--- config.mk ---
export PLATFORM = sky130hd
export DESIGN_NAME = mat_stream_flat
export DESIGN_NICKNAME = d
export VERILOG_FILES = /design/src/rtl/mat_stream_if.sv /design/src/rtl/mat_stream.sv /design/src/flat_wrapper.sv
export SDC_FILE = /design/constraint.sdc
export NUM_CORES = 1
export LEC_CHECK = 0
export ABC_AREA = 0
export CORE_UTILIZATION = 35
export DETAILED_ROUTE_END_ITERATION = 6
export PLACE_DENSITY = 0.54
export SYNTH_ARGS = -nofsm -noshare
export SYNTH_HDL_FRONTEND = slang
export SYNTH_SLANG_ARGS = --single-unit
--- constraint.sdc ---
create_clock -name CLK -period 1.7 [get_ports CLK]
set_input_delay 0.34 -clock CLK [delete_from_list [all_inputs] [get_ports CLK]]
set_output_delay 0.34 -clock CLK [all_outputs]
set_load 0.05 [all_outputs]
--- src/rtl/mat_stream_if.sv ---
// mat_stream_if: operand write port, start strobe and skew-stage vector outputs of mat_stream.
interface mat_stream_if #(parameter int M = 3);
  localparam int W = $clog2(M);
  logic         wr_en;
  logic         wr_sel;
  logic [W-1:0] wr_row;
  logic [W-1:0] wr_col;
  logic [7:0]   wr_data;
  logic         start;
  logic [7:0]   a_vec [0:M-1];
  logic [7:0]   b_vec [0:M-1];
  logic         valid;
  logic         busy;
  logic         done;
  modport master (output wr_en, wr_sel, wr_row, wr_col, wr_data, start,
                  input  a_vec, b_vec, valid, busy, done);
  modport slave  (input  wr_en, wr_sel, wr_row, wr_col, wr_data, start,
                  output a_vec, b_vec, valid, busy, done);
endinterface

--- src/rtl/mat_stream.sv ---
// mat_stream: holds two MxM operand matrices and streams A columns / B rows into a systolic array, then drains it.
module mat_stream #(
  parameter int M     = 3,
  parameter int FLUSH = 2 * M - 1
) (
  input logic          CLK,
  input logic          RST_N,
  mat_stream_if.slave  bus
);
  localparam int W  = $clog2(M);
  localparam int FW = $clog2(FLUSH + 1);
  localparam logic [1:0] S_IDLE   = 2'd0;
  localparam logic [1:0] S_STREAM = 2'd1;
  localparam logic [1:0] S_FLUSH  = 2'd2;
  localparam logic [1:0] S_DONE   = 2'd3;
  logic [1:0]    state;
  logic [W-1:0]  t;
  logic [FW-1:0] fc;
  logic [7:0]    a_mem [0:M-1][0:M-1];
  logic [7:0]    b_mem [0:M-1][0:M-1];
  logic          accept;
  logic          wr_ok;
  logic          t_last;
  logic          fc_last;
  // busy stays high through the done cycle, so it also masks starts and writes there
  always_comb begin
    accept  = bus.start && state == S_IDLE && !bus.busy;
    wr_ok   = bus.wr_en && !bus.busy && ({1'b0, bus.wr_row} < (W+1)'(M)) && ({1'b0, bus.wr_col} < (W+1)'(M));
    t_last  = t == W'(M - 1);
    fc_last = fc == FW'(FLUSH - 1);
  end
  always_ff @(posedge CLK or negedge RST_N)
    if (!RST_N) begin
      for (int i = 0; i < M; i++)
        for (int j = 0; j < M; j++) begin
          a_mem[i][j] <= '0;
          b_mem[i][j] <= '0;
        end
    end else if (wr_ok) begin
      if (bus.wr_sel) b_mem[bus.wr_row][bus.wr_col] <= bus.wr_data;
      else a_mem[bus.wr_row][bus.wr_col] <= bus.wr_data;
    end
  // outputs trail the state by one edge: the step-t vector is registered while state is STREAM at t
  always_ff @(posedge CLK or negedge RST_N)
    if (!RST_N) begin
      state     <= S_IDLE;
      t         <= '0;
      fc        <= '0;
      bus.valid <= 1'b0;
      bus.busy  <= 1'b0;
      bus.done  <= 1'b0;
      for (int i = 0; i < M; i++) begin
        bus.a_vec[i] <= '0;
        bus.b_vec[i] <= '0;
      end
    end else begin
      state <= state == S_IDLE   ? (accept  ? S_STREAM : S_IDLE) :
               state == S_STREAM ? (t_last  ? S_FLUSH  : S_STREAM) :
               state == S_FLUSH  ? (fc_last ? S_DONE   : S_FLUSH) : S_IDLE;
      t         <= (state == S_STREAM && !t_last) ? t + 1'b1 : '0;
      fc        <= (state == S_FLUSH && !fc_last) ? fc + 1'b1 : '0;
      bus.valid <= state == S_STREAM;
      bus.done  <= state == S_DONE;
      bus.busy  <= accept || (bus.busy && !bus.done);
      for (int i = 0; i < M; i++) begin
        bus.a_vec[i] <= (state == S_STREAM) ? a_mem[i][t] : '0;
        bus.b_vec[i] <= (state == S_STREAM) ? b_mem[t][i] : '0;
      end
    end
endmodule

--- src/flat_wrapper.sv ---
// flat-port wrapper written by rule: the top's interface ports become plain ports
module mat_stream_flat 
#(
  parameter int M     = 3,
  parameter int FLUSH = 2 * M - 1
)
  (CLK, RST_N, bus_wr_en, bus_wr_sel, bus_wr_row, bus_wr_col, bus_wr_data, bus_start, bus_a_vec, bus_b_vec, bus_valid, bus_busy, bus_done);
  mat_stream_if #(.M(M)) bus_i ();
  input logic CLK;
  input logic RST_N;
  input wire logic [$bits(bus_i.wr_en)-1:0] bus_wr_en;
  input wire logic [$bits(bus_i.wr_sel)-1:0] bus_wr_sel;
  input wire logic [$bits(bus_i.wr_row)-1:0] bus_wr_row;
  input wire logic [$bits(bus_i.wr_col)-1:0] bus_wr_col;
  input wire logic [$bits(bus_i.wr_data)-1:0] bus_wr_data;
  input wire logic [$bits(bus_i.start)-1:0] bus_start;
  output wire logic [$bits(bus_i.a_vec)-1:0] bus_a_vec;
  output wire logic [$bits(bus_i.b_vec)-1:0] bus_b_vec;
  output wire logic [$bits(bus_i.valid)-1:0] bus_valid;
  output wire logic [$bits(bus_i.busy)-1:0] bus_busy;
  output wire logic [$bits(bus_i.done)-1:0] bus_done;
  assign bus_i.wr_en = bus_wr_en;
  assign bus_i.wr_sel = bus_wr_sel;
  assign bus_i.wr_row = bus_wr_row;
  assign bus_i.wr_col = bus_wr_col;
  assign bus_i.wr_data = bus_wr_data;
  assign bus_i.start = bus_start;
  assign bus_a_vec = {>>{bus_i.a_vec}};
  assign bus_b_vec = {>>{bus_i.b_vec}};
  assign bus_valid = bus_i.valid;
  assign bus_busy = bus_i.busy;
  assign bus_done = bus_i.done;
  mat_stream #(.M(M), .FLUSH(FLUSH)) u_core (.CLK(CLK), .RST_N(RST_N), .bus(bus_i));
endmodule
# [Word level (Yosys, flattened, before mapping)]
# Cells that the tools add are included.
[word_totals] regBits=202 latch_bits=0 mem_bits_rw=0 rom_bits=0 out_inout_bits=51 mem_count=0
[op_classes] n_addsub=2 n_mul=0 div_mod_pow=0 n_lt_le_gt_ge=7 n_eq_ne=5 shifts=0 n_mux=32 bitwise=4 n_reduce_logical=18
[ops] op="$bwmux W72" count=2
[ops] op="$mux W8" count=13
[ops] op="$mux W24" count=3
[ops] op="$bmux W24 S2" count=1
[ops] op="$bmux W8 S2" count=3
[ops] op="$demux W24 S2" count=1
[ops] op="$demux W8 S2" count=1
[ops] op="$logic_and A1 B1 Y1" count=10
[ops] op="$mux W2" count=5
[ops] op="$ge A3 B3 Y1 const B" count=3
[ops] op="$not A2 Y3" count=3
[ops] op="$eq A2 B2 Y1 const B" count=3
[ops] op="$lt A3 B1 Y1 const B" count=2
[ops] op="$logic_not A1 Y1" count=4
[ops] op="$lt A2 B2 Y1 const B" count=2
[ops] op="$reduce_and A2 Y1" count=2
[ops] op="$add A3 B1 Y3 const B" count=1
[ops] op="$eq A3 B3 Y1 const B" count=1
[ops] op="$mux W3" count=1
[ops] op="$add A2 B1 Y2 const B" count=1
[ops] op="$eq A2 B1 Y1 const B" count=1
[ops] op="$logic_not A2 Y1" count=1
[ops] op="$mux W1" count=2
[ops] op="$logic_or A1 B1 Y1" count=1
[ops] op="$not A1 Y1" count=1

# [Longest topological paths before layout]
# Gate-level depths: netlist (run 1).
[depth] ltp_word=8 ltp_mapped=5 mapped_depth_nobuf=5

# [Worst setup path before layout (run 1)]
# Ideal clock, no wire load.
[synth_path] path_type="register to register" start="register u_core.bus.busy" end="register u_core.b_mem[48] in the netlist's numbering" setup_time_ns=0.125 arrival_ns=1.746 required_time_ns=1.575 setup_slack_ns=-0.171 path_stages_with_launch=4 path_buffers=0 period_less_slack_ns=1.871 cell_sequence="dfrtp_1 -> or4b_4 -> nor2_8 -> mux2_2"
[synth_via] elab_chain_cells=5
[synth_lines] element="start: declaration" line_no="mat_stream_if.sv:18" source="output a_vec, b_vec, valid, busy, done);"
[synth_lines] element="start signal: assignment" line_no="mat_stream.sv:64" source="bus.busy <= accept || (bus.busy && !bus.done);"
[synth_lines] element="$logic_not A1 Y1" line_no="mat_stream.sv:28" source="wr_ok = bus.wr_en && !bus.busy && ({1'b0, bus.wr_row} < (W+1)'(M)) && ({1'b0, bus.wr_col} < (W+1)'(M));"
[synth_lines] element="$logic_and A1 B1 Y1 (3 in a row)" line_no="mat_stream.sv:28"
[synth_lines] element="$reduce_and A2 Y1 (no source line)"
[synth_lines] element="end signal: indexed assignment" line_no="mat_stream.sv:40" source="if (bus.wr_sel) b_mem[bus.wr_row][bus.wr_col] <= bus.wr_data;"
[synth_lines] element="end: declaration" line_no="mat_stream.sv:20" source="logic [7:0] b_mem [0:M-1][0:M-1];"
# Every way passes these cells.
# A chain may end at the register's enable or synchronous reset.

# [Worst setup path after layout (run 1)]
[layout_path] start="register u_core.bus.busy" end="register u_core.b_mem[51] in the netlist's numbering"
# The elaborated chain is that of the path after synthesis.

==> metrics.yaml, run 1 <==
nNetsFinal: 759
grt_max_degree: 54
ys_seq_area_frac: 0.602
die_w_um: 157
synth-edff-count: 0
drive_gt1_frac: 0.452
total_power_uw: 14900
end_kind: "flop"
reg2reg_depth: 3
netSwitchingPower_uw: 4910
dpl_cell_area_um2: 9750
max_slew_margin: 0.767
post-place-cells: 1032
setup_viol: 0
route.met3.wl_um: 658
irDropWorstVdd_mv: 0.749
clock_path_buffers: 3
top_layer: "met5"
clock_power_share: 0.301
worst_slack_ns: 0.0207
tightest_slew_ns: 0.349
synth_seq_cells: 202
p_leak_uw: 0.00505
clk_pin_slew_ns: 0.06
finalMaxSlewViolations: 0
ys_types: 35
timing.fmax_mhz: 595
synth_ff_type: "dfrtp_1"
via_per_inst: 4.83
final.fill_count: 2164
p_sw_frac: 0.329
clock-sinks: 202
post-cts-setup-buffers: 0
start_util: 0.358
stdcell_count: 1075
clockRootBuffer: "clkbuf_16"
status: "finished, final reports clean"
h-tree-depth: 1
io_pins: 68
multi_input_area_um2: 3230
crit_path_max_fanout: 8
yosys.area.top_type: "dfrtp_1"
drt_iter0_markers: 240
antenna_found_initial: 2
synthCells: 631
synthArstFlopShare: 1.00
yosysTopAreaCellShare: 0.602
wire_per_inst_um: 17.9
synth_commonest_cells: "dfrtp_1, mux2_2, nand2_1"
hold_violations: 0
p_seq_frac: 0.416
fin_area_um2: 10500
yosysMostFrequentCell: "dfrtp_1"
wl_met1_um: 9230
track_usage: 0.166
rsz0062_at_grt: "true"
finClkSkew_ns: 0.0174
grt_pass1_wl_um: 31300
power_density_nw_per_um2: 1420
crit_arrival_ns: 2.05
wl_um: 19300
gp_congestion: 0.759
ys_warn_count: 0
firstDrtPassIters: 4
io_buffers: 67
post-route-min-period_ns: 1.68
cts_tree: "built"
combPwrFrac: 0.283
drv_cap: 0
vias: 5192
dp_hpwl_um: 12100
grt-ovfl-total: 0
start_kind: "flop"
placementRows: 56
seq_area_um2: 5060
die_h_um: 157
grt_pass1_vias: 5575
internal-power_uw: 10000
synth_nets: 651
synth_area_per_cell_um2: 13.3
core_um2: 23500
finalCritPeriodShare: 0.988
numCtsBuffers: 23
cp.required_ns: 2.08
syn_to_final_growth_pct: 25.1
syn-cell-area_um2: 8390
hp-class: "input port to asynchronous set/reset pin"
dieArea_um2: 24600
synth.area.top_cells: "dfrtp_1, mux2_2, nand2_1"
hold_slack_ns: 0.337
clk_latency_ns: 0.51
place_ws_ns: -0.484
path_class: "flop to flop"
route.detailed.drc: 0
final_antenna_net_count: 0
met2_length_um: 8940
routing by layer:
metal	up-vias	GRT usage
met5	-	0
met1	2680	0.229
li1	2396	-
met4	2	0.0439
met2	84	0.269
met3	30	0.0282
cell usage in the layout (no fill, tap or decap), types with 4 or more instances in the layout:
cell	count
buf_12	14
mux2_2	190
nor2_2	4
clkdlybuf4s50_1	14
nand2_1	103
dfrtp_1	200
clkbuf_1	9
clkinv_2	4
buf_4	83
clkbuf_16	23
inv_1	6
a21oi_1	48
critical path, cell delays in order (launching register included):
cell and delay [ns]:
dfrtp_2 0.44, or4b_4 0.57, nor2_8 0.18, mux2_2 0.36
registers in the layout, summed over array words and instances, names as in the netlist:
register          cells
u_core.bus.valid      1
u_core.t              2
u_core.state          2
u_core.bus.busy       1
u_core.a_mem         72
u_core.bus.b_vec     24
u_core.bus.a_vec     24
u_core.fc             3
u_core.bus.done       1
u_core.b_mem         72
path summary, 6_finish.rpt:
check / startpoint / end / slack [ns]
worst max-delay path: u_core.bus.busy$_DFF_PN0_ / u_core.b_mem[51]$_DFFE_PN0P_ / 0.02
worst min-delay path: RST_N / u_core.a_mem[8]$_DFFE_PN0P_ / 0.34
worst max register to register: u_core.bus.busy$_DFF_PN0_ / u_core.b_mem[51]$_DFFE_PN0P_ / 0.02
worst min register to register: u_core.bus.done$_DFF_PN0_ / u_core.bus.busy$_DFF_PN0_ / 0.47
max in group asynchronous: RST_N / u_core.b_mem[42]$_DFFE_PN0P_ / 0.76
min in group CLK: bus_start / u_core.bus.busy$_DFF_PN0_ / 0.46
power groups by stage:
stage	Combinational (µW)	Sequential (µW)	Clock [µW]
after floorplan	1890	7060	0
final	4230	6210	4490
after detailed placement	4250	6290	0
after global placement	4190	6240	0
after CTS	4280	6210	4620
after global routing	4540	6330	4830
area by class of cell:
type / instances / share of cell area
diodes: 1 / 0.000238
clock buffers: 34 / 0.0607
clock inverters: 7 / 0.00441
inverters: 6 / 0.00215
multi-input cells: 390 / 0.308
flip-flops and latches: 202 / 0.482
well taps: 319 / 0.0380
repair buffers: 116 / 0.105
cells by family (layout without fill, tap and decap cells):
family | after synthesis | in the layout | share of synthesized area
other | 0 | 1 | 0
muxes | 193 | 193 | 0.259
AOI/OAI and AO/OA | 51 | 51 | 0.0315
adders and majority gates | 3 | 3 | 0.00447
DFF | 202 | 202 | 0.602
buffers and inverters | 39 | 163 | 0.0185
and+or+nand+nor | 143 | 143 | 0.0845
through the flow:
| stage | setup TNS (ns) | util |
|---|---|---|
| after floorplan | -0.708 | - |
| after global placement | -46.19 | 0.416 |
| after detailed placement | -50.45 | 0.416 |
| after CTS | -0.00320 | 0.445 |
| after global routing | -0.240 | 0.447 |
| final | 0 | 0.447 |
what timing repair did:
action / 4_1_cts / 5_1_grt
gates cloned: 0 / 0
endpoints found under the hold margin: 30 / 0
resized for setup: 0 / 9
setup endpoints to repair: 1 / 50
hold buffers: 1 / 0
No activity file was read; power rests on OpenSTA's default activity.
==> run 2: changes to the inputs <==
==> constraint.sdc (replaced) <==
create_clock -name CLK -period 1.43 [get_ports CLK]
set_input_delay 0.286 -clock CLK [delete_from_list [all_inputs] [get_ports CLK]]
set_output_delay 0.286 -clock CLK [all_outputs]
set_load 0.05 [all_outputs]
==> metrics.yaml, run 2 (synthesis gave the netlist of run 1 again) <==
drive_gt1_frac: 0.495
stdcell_count: 1086
core_um2: 23500
clock_path_buffers: 3
cpMaxStageDelayCell: "or4b_4"
timing.fmax_mhz: 589
grt_util_met2: 0.297
wl_um: 20400
route.detailed.drc: 0
clk_pin_slew_ns: 0.06
drt_iter0_markers: 163
clock-sinks: 202
insertedDiodeCount: 0
path_class: "flop to flop"
drv_cap: 0
p_leak_uw: 0.00553
placementRows: 56
use_met1: 0.248
track_usage: 0.179
grt_pass1_wl_um: 34200
max_stage_delay_ns: 0.58
status: "finished, violations left"
reg2reg_depth: 3
finalMaxSlewViolations: 0
antenna_found_initial: 0
rsz0062_at_grt: "true"
crit-reg2reg-launch: "u_core.bus.busy$_DFF_PN0_"
combPwrFrac: 0.330
post-place-cells: 1040
worstReg2RegEnd: "u_core.b_mem[59]$_DFFE_PN0P_"
crit_arrival_ns: 2.07
worst_slack_ns: -0.268
end_kind: "flop"
final_antenna_net_count: 0
finClkSkew_ns: 0.0203
power_density_nw_per_um2: 1660
nNetsFinal: 771
final_cell_mix: "dfrtp_1, mux2_2, nand2_1, mux2_4, buf_12"
wire_per_inst_um: 18.8
seq_area_um2: 5060
crit_end: "u_core.b_mem[59]$_DFFE_PN0P_"
die_w_um: 157
clockRootBuffer: "clkbuf_16"
tightest_slew_ns: 0.471
crit_chain: "or4b_4 -> nor2_8 -> mux2_2"
start_kind: "flop"
finalCritPeriodShare: 1.19
hp-class: "input port to asynchronous set/reset pin"
cp.required_ns: 1.80
netSwitchingPower_uw: 6260
grt_pass1_vias: 6180
final.fill_count: 2006
dieArea_um2: 24600
p_sw_frac: 0.314
crit_path_max_fanout: 8
p_seq_frac: 0.382
max_slew_margin: 0.686
final_common_cell: "dfrtp_1"
die_h_um: 157
vias: 5348
cp-startpoint: "u_core.bus.busy$_DFF_PN0_"
use_met3: 0.0252
violations: "negative setup slack"
numCtsBuffers: 22
r2r_slack_ns: -0.27
syn_to_final_growth_pct: 42.6
irDropWorstVdd_mv: 1.03
clk_latency_ns: 0.50
multi_input_area_um2: 3710
internal-power_uw: 13700
hold_violations: 0
h-tree-depth: 1
reg_top3: "u_core.a_mem: 72 flops, u_core.b_mem: 72 flops"
cts_tree: "built"
start_util: 0.358
via_per_inst: 4.92
top_usage_layer: "met2"
setup_viol: 144
grt_max_degree: 51
grt-ovfl-total: 0
io_buffers: 67
io_pins: 68
clock_power_share: 0.288
gp_congestion: 0.767
dp_hpwl_um: 13100
firstDrtPassIters: 4
post-route-min-period_ns: 1.70
hold_slack_ns: 0.330
run 2: changes by cell type in the layout (fill, tap and decap cells not counted), moves of 58 or more:
cell and delta:
buf_12 +62, mux2_2 -74, buf_4 -58, mux2_4 +75
run 2: stage by stage:
| stage | area [µm²] | power, µW | TNS [ns] | utilization | setup WS (ns) |
|---|---|---|---|---|---|
| 2_1_floorplan | 8510 | 10700 | -16.84 | - | -0.314 |
| 3_3_place_gp | 10700 | 13600 | -76.79 | 0.455 | -0.602 |
| 3_5_place_dp | 10700 | 13700 | -81.23 | 0.455 | -0.657 |
| 4_1_cts | 11800 | 19800 | -14.84 | 0.501 | -0.262 |
| 5_1_grt | 12000 | 20900 | -23.02 | 0.510 | -0.306 |
| 6_report | 12000 | 19900 | -15.45 | 0.510 | -0.268 |
run 2: worst max-delay path, delay by kind of cell, from the launching register on:
| family | cells | cell delay, ns |
|---|---|---|
| and+or+nand+nor | 2 | 0.78 |
| DFF | 1 | 0.44 |
| muxes | 1 | 0.35 |
run 2: repair_timing:
item | in CTS | in global routing
cloned | 0 | 2
setup buffers | 2 | 3
setup endpoints to repair | 131 | 147
gates resized for setup | 75 | 38
hold buffers | 1 | 0
pin swaps | 12 | 5
hold endpoints to repair | 38 | 0
run 2: layout make-up:
| type | instances | share of cell area |
|---|---|---|
| sequential | 202 | 0.423 |
| clock buffer | 36 | 0.0580 |
| tap | 319 | 0.0334 |
| clock inverter | 4 | 0.00408 |
| inverter | 6 | 0.00209 |
| timing repair buffer | 129 | 0.170 |
| multi-input combinational | 390 | 0.310 |
run 2: worst min-delay path by stage:
stage / from / end / slack, ns / depth (start not counted)
finish: RST_N / u_core.bus.b_vec[3]$_DFF_PN0_ / 0.33 / 2
detailed placement: RST_N / u_core.a_mem[8]$_DFFE_PN0P_ / 0.27 / 1
floorplan: RST_N / u_core.a_mem[0]$_DFFE_PN0P_ / -0.01 / 0
CTS: RST_N / u_core.a_mem[40]$_DFFE_PN0P_ / 0.33 / 2
global placement: RST_N / u_core.bus.b_vec[3]$_DFF_PN0_ / 0.27 / 1
global route: RST_N / u_core.bus.b_vec[3]$_DFF_PN0_ / 0.35 / 2
run 2: power by group through the flow:
stage,logic [µW],clock network (µW),registers [µW]
after floorplan,2290,0,8400
after global placement,5940,0,7610
after detailed placement,6030,0,7670
after CTS,6390,5850,7580
after global routing,7000,6120,7750
final,6570,5730,7610
run 2: metal layers:
layer	share of wire	wire, µm	vias up
li1	-	-	2427
met1	0.47	9620	2807
met2	0.48	9810	86
met3	0.034	695	28
met4	0.015	312	0
met5	0	0	-
